==> config.mk <==
export PLATFORM = sky130hd
export DESIGN_NAME = bnn_layer_seq
export DESIGN_NICKNAME = d
export VERILOG_FILES = /design/src/rtl/bnn_layer_seq.sv
export SDC_FILE = /design/constraint.sdc
export NUM_CORES = 1
export LEC_CHECK = 0
export ABC_AREA = 0
export BUFFER_PORTS_ARGS = -buffer_cell sky130_fd_sc_hd__clkbuf_2
export CAP_MARGIN = 10
export CORE_AREA = 10 10 107 205
export CTS_BUF_LIST = sky130_fd_sc_hd__clkbuf_8
export DETAILED_ROUTE_END_ITERATION = 10
export DIE_AREA = 0 0 117 215
export GPL_ROUTABILITY_DRIVEN = 0
export GPL_TIMING_DRIVEN = 0
export SLEW_MARGIN = 0
export SYNTH_ARGS = -nofsm -noshare
export SYNTH_HDL_FRONTEND = slang
export SYNTH_SLANG_ARGS = --single-unit
==> constraint.sdc <==
create_clock -name clk -period 7.17 [get_ports clk]
set_clock_uncertainty 0.2 [all_clocks]
set_input_delay 1.0755 -clock clk [delete_from_list [all_inputs] [get_ports clk]]
set_output_delay 1.0755 -clock clk [all_outputs]
set_load 0.01 [all_outputs]
==> src/rtl/bnn_layer_seq.sv <==
// Time-multiplexed binary neural network layer: one XNOR-popcount neuron per clock.
// Weights and thresholds arrive over a cascadable serial scan chain; inputs are written in banks.
module bnn_layer_seq #(
   parameter  int N_INPUTS   = 8,
   parameter  int N_OUTPUTS  = 8,
   parameter  int BANK_W     = 4,
   localparam int TH_W       = $clog2(N_INPUTS + 1),
   localparam int NB         = N_INPUTS + TH_W,
   localparam int PARAM_BITS = N_OUTPUTS * NB,
   localparam int NBANK      = N_INPUTS / BANK_W,
   localparam int BSEL_W     = (NBANK > 1) ? $clog2(NBANK) : 1,
   localparam int IDX_W      = (N_OUTPUTS > 1) ? $clog2(N_OUTPUTS) : 1
) (
   input  logic                 clk,
   input  logic                 rst_n,
   input  logic                 setup,
   input  logic                 param_in,
   output logic                 param_out,
   input  logic [BANK_W-1:0]    x,
   input  logic [BSEL_W-1:0]    x_bank,
   input  logic                 x_we,
   input  logic                 start,
   output logic                 busy,
   output logic                 done,
   output logic [N_OUTPUTS-1:0] y
);

   localparam logic [0:0] ST_IDLE = 1'b0;
   localparam logic [0:0] ST_EVAL = 1'b1;

   logic [PARAM_BITS-1:0] r_p;
   logic [N_INPUTS-1:0]   r_x_reg;
   logic [N_INPUTS-1:0]   r_xs;
   logic [N_OUTPUTS-1:0]  r_work;
   logic [N_OUTPUTS-1:0]  r_y;
   logic [IDX_W-1:0]      r_idx;
   logic                  r_busy;
   logic                  r_done;
   logic [0:0]            r_state;

   logic [N_INPUTS-1:0]   w_weight;
   logic [TH_W-1:0]       w_thresh;
   logic [N_INPUTS-1:0]   w_match;
   logic [TH_W-1:0]       w_pop;
   logic                  w_fire;
   logic                  w_last;
   logic [N_OUTPUTS-1:0]  w_work_next;

   // Shared neuron datapath: evaluates neuron r_idx against the snapshot r_xs.
   always_comb begin
      // NOTE: every combinational output gets a default first so no path leaves it unassigned (no latch).
      w_weight    = r_p[int'(r_idx) * NB +: N_INPUTS];
      w_thresh    = r_p[int'(r_idx) * NB + N_INPUTS +: TH_W];
      w_match     = ~(w_weight ^ r_xs);
      w_pop       = '0;
      for (int i = 0; i < N_INPUTS; i++) begin
         w_pop = w_pop + TH_W'(w_match[i]);
      end
      w_fire      = (w_pop >= w_thresh);
      w_last      = (r_idx == IDX_W'(N_OUTPUTS - 1));
      w_work_next = r_work;
      w_work_next[r_idx] = w_fire;
   end

   // NOTE: sequential state uses non-blocking assignments so every flop samples pre-edge values.
   always_ff @(posedge clk or negedge rst_n) begin
      if (!rst_n) begin
         // NOTE: the parameter chain is plain flops, not a RAM, so it is reset along with everything else.
         r_p     <= '0;
         r_x_reg <= '0;
         r_xs    <= '0;
         r_work  <= '0;
         r_y     <= '0;
         r_idx   <= '0;
         r_busy  <= 1'b0;
         r_done  <= 1'b0;
         r_state <= ST_IDLE;
      end else begin
         r_done <= 1'b0;
         if (setup) begin
            // Shift mode dominates: aborts any run and discards inputs and results.
            r_p     <= {r_p[PARAM_BITS-2:0], param_in};
            r_x_reg <= '0;
            r_work  <= '0;
            r_y     <= '0;
            r_idx   <= '0;
            r_busy  <= 1'b0;
            r_state <= ST_IDLE;
         end else begin
            if (x_we) begin
               for (int b = 0; b < NBANK; b++) begin
                  if (x_bank == BSEL_W'(b)) r_x_reg[b*BANK_W +: BANK_W] <= x;
               end
            end
            case (r_state)
               ST_IDLE: begin
                  if (start) begin
                     r_xs    <= r_x_reg;
                     r_idx   <= '0;
                     r_busy  <= 1'b1;
                     r_state <= ST_EVAL;
                  end
               end
               ST_EVAL: begin
                  r_work <= w_work_next;
                  if (w_last) begin
                     r_y     <= w_work_next;
                     r_done  <= 1'b1;
                     r_busy  <= 1'b0;
                     r_state <= ST_IDLE;
                  end else begin
                     r_idx <= r_idx + IDX_W'(1);
                  end
               end
               default: r_state <= ST_IDLE;
            endcase
         end
      end
   end

   assign param_out = r_p[PARAM_BITS-1];
   assign busy      = r_busy;
   assign done      = r_done;
   assign y         = r_y;

endmodule
Word level (Yosys, flattened, before mapping)
Index checks and enable logic that the tools add are counted.
{ "totals": {"register_bits": 134} }
{ "op_classes": {"bitwise": 4, "magnitude_cmp": 3, "n_shift": 2, "n_addsub": 9, "n_mux": 27, "n_reduce_logical": 11, "n_eq_ne": 5, "multipliers": 1} }
{ "op_table": {"columns": ["operator", "count"], "rows": [
  ["$shiftx 96x32->8", 1],
  ["$shiftx 96x9->4", 1],
  ["$mux 8", 7],
  ["$add 4x1->4", 4],
  ["$mux 1", 10],
  ["$reduce_and 2->1", 5],
  ["$mux 3", 3],
  ["$add 7x4->8 const B", 1],
  ["$bwmux 8", 1],
  ["$mux 4", 2],
  ["$not 8->8", 1],
  ["$reduce_bool 2->1", 4],
  ["$xor 8x8->8", 1],
  ["$ne 3x3->1 const B", 2],
  ["$pmux 3 s2", 1],
  ["$mul 3x2->5 const B", 1],
  ["$add 3x1->4", 1],
  ["$ge 4x4->1", 1],
  ["$lt 3x4->1 const B", 1],
  ["$pmux 1 s2", 2],
  ["$add 2x1->3", 1],
  ["$add 3x1->3 const B", 1],
  ["$demux 1 s3", 1],
  ["$eq 3x3->1 const B", 1],
  ["7 further kinds", 8]
]} }

Logic depth before layout (Yosys ltp)
{ "depth": {"depth_word": 16, "ltp_mapped": 21} }

Least setup slack after synthesis
OpenSTA, ideal clock, no wires.
{ "synth_path": {"path_type": "flip-flop to flip-flop", "start": "register r_idx[1]", "end": "register r_work[2]", "path_slack_ns": 1.978, "path_buffers": 3, "path_stages_with_launch": 22, "required_time_ns": 6.823, "arrival_ns": 4.845, "path_cell_list": "dfrtp_1 buf_6 buf_12 mux2i_1 mux4_2 nand2_1 xnor2_1 fa_1 inv_1 fa_1 fa_1 inv_1 ha_1 inv_1 fa_1 xnor2_1 ha_1 or2_2 a21oi_1 or2_1 buf_4 a311oi_1"} }
{ "synth_between": {"elab_chain_len": 15, "word_cells_on_any_way": 22} }
{ "synth_rtl": {"columns": ["element", "line_no", "text"], "rows": [
  ["from (decl)", "36", "logic [IDX_W-1:0] r_idx;"],
  ["from (signal assigned)", "112", "r_idx <= r_idx + IDX_W'(1);"],
  ["$mul 3x2->5", "52, 53", null],
  ["$shiftx 96x32->8", "52", "w_weight = r_p[int'(r_idx) * NB +: N_INPUTS];"],
  ["$xor 8x8->8", "54", "w_match = ~(w_weight ^ r_xs);"],
  ["$not 8->8", "54", null],
  ["$add 1x1->2", "57", "w_pop = w_pop + TH_W'(w_match[i]);"],
  ["$add 2x1->3", "57", null],
  ["$add 3x1->4", "57", null],
  ["$add 4x1->4 (4 in a row)", "57", null],
  ["$ge 4x4->1", "59", "w_fire = (w_pop >= w_thresh);"],
  ["$bwmux 8 (*)", "62", "w_work_next[r_idx] = w_fire;"],
  ["$mux 8 (*)", "95", "case (r_state)"],
  ["$mux 8 (*)", "80", "if (setup) begin"],
  ["to (signal assigned)", "105", "r_work <= w_work_next;"],
  ["to (decl)", "34", "logic [N_OUTPUTS-1:0] r_work;"]
]} }
Mark *: on every way between the ends. The rest lies on a longest branch, timed or not. The select of a mux whose other input is x is not followed.
A chain may end at the register's enable or synchronous reset.

Worst setup path in the final report
{ "layout_path": {"start": "register r_idx[0]", "end": "register r_work[2]"} }
Same word-level chain as after synthesis.

==> results.md <==
* Run status: finished, final reports clean
* WS Path Type: reg -> reg
* Final-report hold violation count at 0
* FP Rows at 71
* Inst Count DP at between 700 and 800
* Synth Flop Type: dfrtp_1
* Max reg flops at 96
* First-pass GRT wire length at between 20000 and 30000 um
* Vias in the first global route at 4384
* Largest register by flop count: r_p
* Met2 Usage GRT at approximately 25%
* EDFF count, synth at 0
* Ports at 22
* N_diodes at 0
* Clk sink count at between 100 and 150
* Final Slew Violations at 0
* Pleak at 3.33 nW
* Unrepaired setup endpoints after global routing: no
* Endpoints failing setup at 0
* TritonCTS clock tree: done
* Clk_lat worst skew at 460 ps
* Starting Density at 34.4%
* Peak supply drop at 199 uV
* Area grow syn2layout at 13.0%
* Total CTS buffers at 17
* Post-Synthesis Mean Instance Area at about 14 um^2
* CTS Hold Buffers Added at 0
* Die Y at 215 um
* HPWL Detailed at roughly 12000 um
* Post-CTS setup buffers at 0
* Worst hold slack at 273 ps
* Met1 global-route usage at 12.2%
* Worst setup SP type: flop
* Min-Delay Path Class: in -> async
* Arr. time, crit path at 6090 ps
* Met3 usage at ~2.7%
* Sequential-to-total area share from yosys stat at 52.3%
* Final TNS setup at 0 ps
* Pin count of the biggest net entering global routing at 114
* Via count at 4004
* Core box area at 0.0187 mm^2
* WP data required at 7280 ps
* Worst-Margin Slew at 859 ps
* Syn_nets at approximately 500
* Footprint of the multi-input gates at 0.00283 mm^2
* Count of cell types in the netlist at 45
* Synthesized flop and latch total at 134
* Post-DRT Antenna Nets at 0
* Synth Instances at 471
* Yosys warnings at 0
* Cell area after synthesis at 0.00641 mm^2
* Drt total wl at 16000 um
* CTS root buffer: clkbuf_8
* Worst rel slew slack at 42.5%
* I/O Buffers at 21
* Fin crit share at 83.3%
* Vias/cell at 5.38
* Post-cts sizing count at 0
* Wire per inst at 21.5 um
* Global-route usage over all layers at 13.5%
* Initial antenna violation count at 0
* Fin crit period at 5980 ps
* Die Wd at 117 um
* Die Area at 0.0252 mm^2
* Initial DRC Count at around 180
* Total congestion overflow at 0
* Number of max-cap violations at 0
* Nets at between 500 and 600
* Clock slew at reported path FFs at 80 ps
* Pwr Density at 347 mW/mm^2
* Detailed Routing Iterations Pass 1 at 5
* H-tree depth at 4
* Seq. cell area at 0.00335 mm^2
* Final std cells w/o fill at 744
* Worst-path maximum fanout at 10
* Worst setup EP type: flop
* Share of layout cells above drive strength 1 at roughly 38%
* GRT busiest layer: met2
* FILL cells at 1761
* Post-synthesis async set-or-reset flop share at 100%
* # DRC at 0
* Clock Path Buffers at 2
* Max Fclk at ~0.17 GHz
## area by class of cell
class / instances / share of cell area [%]
multi-input combinational: 295 / 39.1
sequential: 134 / 46.3
tap: 219 / 3.78
clock inverter: 15 / 2.52
clock buffer: 17 / 3.23
buffer: 31 / 2.51
timing repair buffer: 22 / 1.95
inverter: 11 / 0.570
## synth_stat cells, drive strengths merged, types with 6 or more instances
cell type / count / area [um^2]
dfrtp: 134 / 3350
mux2: 106 / 1190
buf: 24 / 155
a21oi: 22 / 114
mux2i: 20 / 200
mux4: 14 / 315
nand2: 14 / 52.6
nor2: 12 / 45.0
inv: 11 / 41.3
o21ai: 10 / 50.0
a22o: 9 / 78.8
a311oi: 9 / 78.8
ha: 9 / 113
o21a: 9 / 67.6
nor3b: 8 / 75.1
xnor2: 8 / 70.1
clkbuf: 7 / 26.3
nand2b: 6 / 37.5
nand3: 6 / 30.0
## routing by layer
layer  wire length, um  part of all wire, %
met1              5190                   32
met2              9180                   57
met3               489                  3.1
met4              1140                  7.2
met5                 0                    0
## cells in the final DEF, fill, tap and decap left out, types with 9 or more instances in the layout
| master | Yosys | routed |
|---|---|---|
| clkbuf_2 | 0 | 20 |
| buf_2 | 15 | 15 |
| a22o_1 | 9 | 9 |
| nand2_1 | 14 | 14 |
| dfrtp_1 | 134 | 134 |
| inv_1 | 11 | 11 |
| o21a_1 | 9 | 9 |
| a21oi_1 | 21 | 21 |
| ha_1 | 9 | 9 |
| mux2_2 | 106 | 106 |
| mux4_2 | 14 | 14 |
| o21ai_0 | 9 | 9 |
| clkbuf_8 | 0 | 18 |
| nor2_1 | 12 | 12 |
| a311oi_1 | 9 | 9 |
| mux2i_1 | 20 | 20 |
## power breakdown
| part | switching (mW) | internal, mW |
|---|---|---|
| Combinational | 0.495 | 0.416 |
| Sequential | 0.0929 | 0.848 |
| Clock | 0.316 | 0.344 |
| Total | 0.903 | 1.61 |
## worst max-delay path, cell delays in order (launching register included)
cell and delay, ps:
dfrtp_1 440, buf_4 240, mux4_2 560, mux2i_1 340, xor2_1 150, fa_1 550
inv_1 50, fa_1 510, fa_1 490, inv_1 70, ha_1 160, inv_1 50
fa_1 370, xnor2_1 140, ha_1 280, or2_2 270, a21oi_1 520, or2_1 180
buf_4 150, a311oi_1 100
## cells by family after synthesis
family | count (synthesis) | share of synthesized area, %
buf+inv | 42 | 3.48
simple gates | 59 | 5.02
mux | 140 | 26.7
fa+ha+maj | 13 | 3.01
xor+xnor | 10 | 1.37
flops | 134 | 52.3
compound gates | 73 | 8.14
## final timing paths
kind | slack, ps | from | depth (start not counted) | end
worst min-delay path | 270 | rst_n | 1 | r_p[1]$_DFFE_PN0P_
max in group asynchronous | 5680 | rst_n | 2 | r_p[55]$_DFFE_PN0P_
worst min register to register | 310 | y[5]$_DFFE_PN0P_ | 1 | y[5]$_DFFE_PN0P_
min in group clk | 310 | y[5]$_DFFE_PN0P_ | 1 | y[5]$_DFFE_PN0P_
worst max-delay path | 1190 | r_idx[0]$_DFFE_PN0P_ | 19 | r_work[2]$_DFFE_PN0N_
worst max register to register | 1190 | r_idx[0]$_DFFE_PN0P_ | 19 | r_work[2]$_DFFE_PN0N_
## through the flow
| step | util (%) | instance area (um^2) | setup WS [ps] | total power, mW |
|---|---|---|---|---|
| after floorplan | - | 6410 | 1980 | 1.62 |
| after detailed placement | 36.6 | 6820 | 1190 | 1.88 |
| after CTS | 38.8 | 7240 | 1170 | 2.54 |
| after global placement | 36.4 | 6790 | 1230 | 1.86 |
| final | 38.8 | 7240 | 1190 | 2.51 |
| after global routing | 38.8 | 7240 | 912 | 2.67 |
No activity file was read; power rests on OpenSTA's default activity.
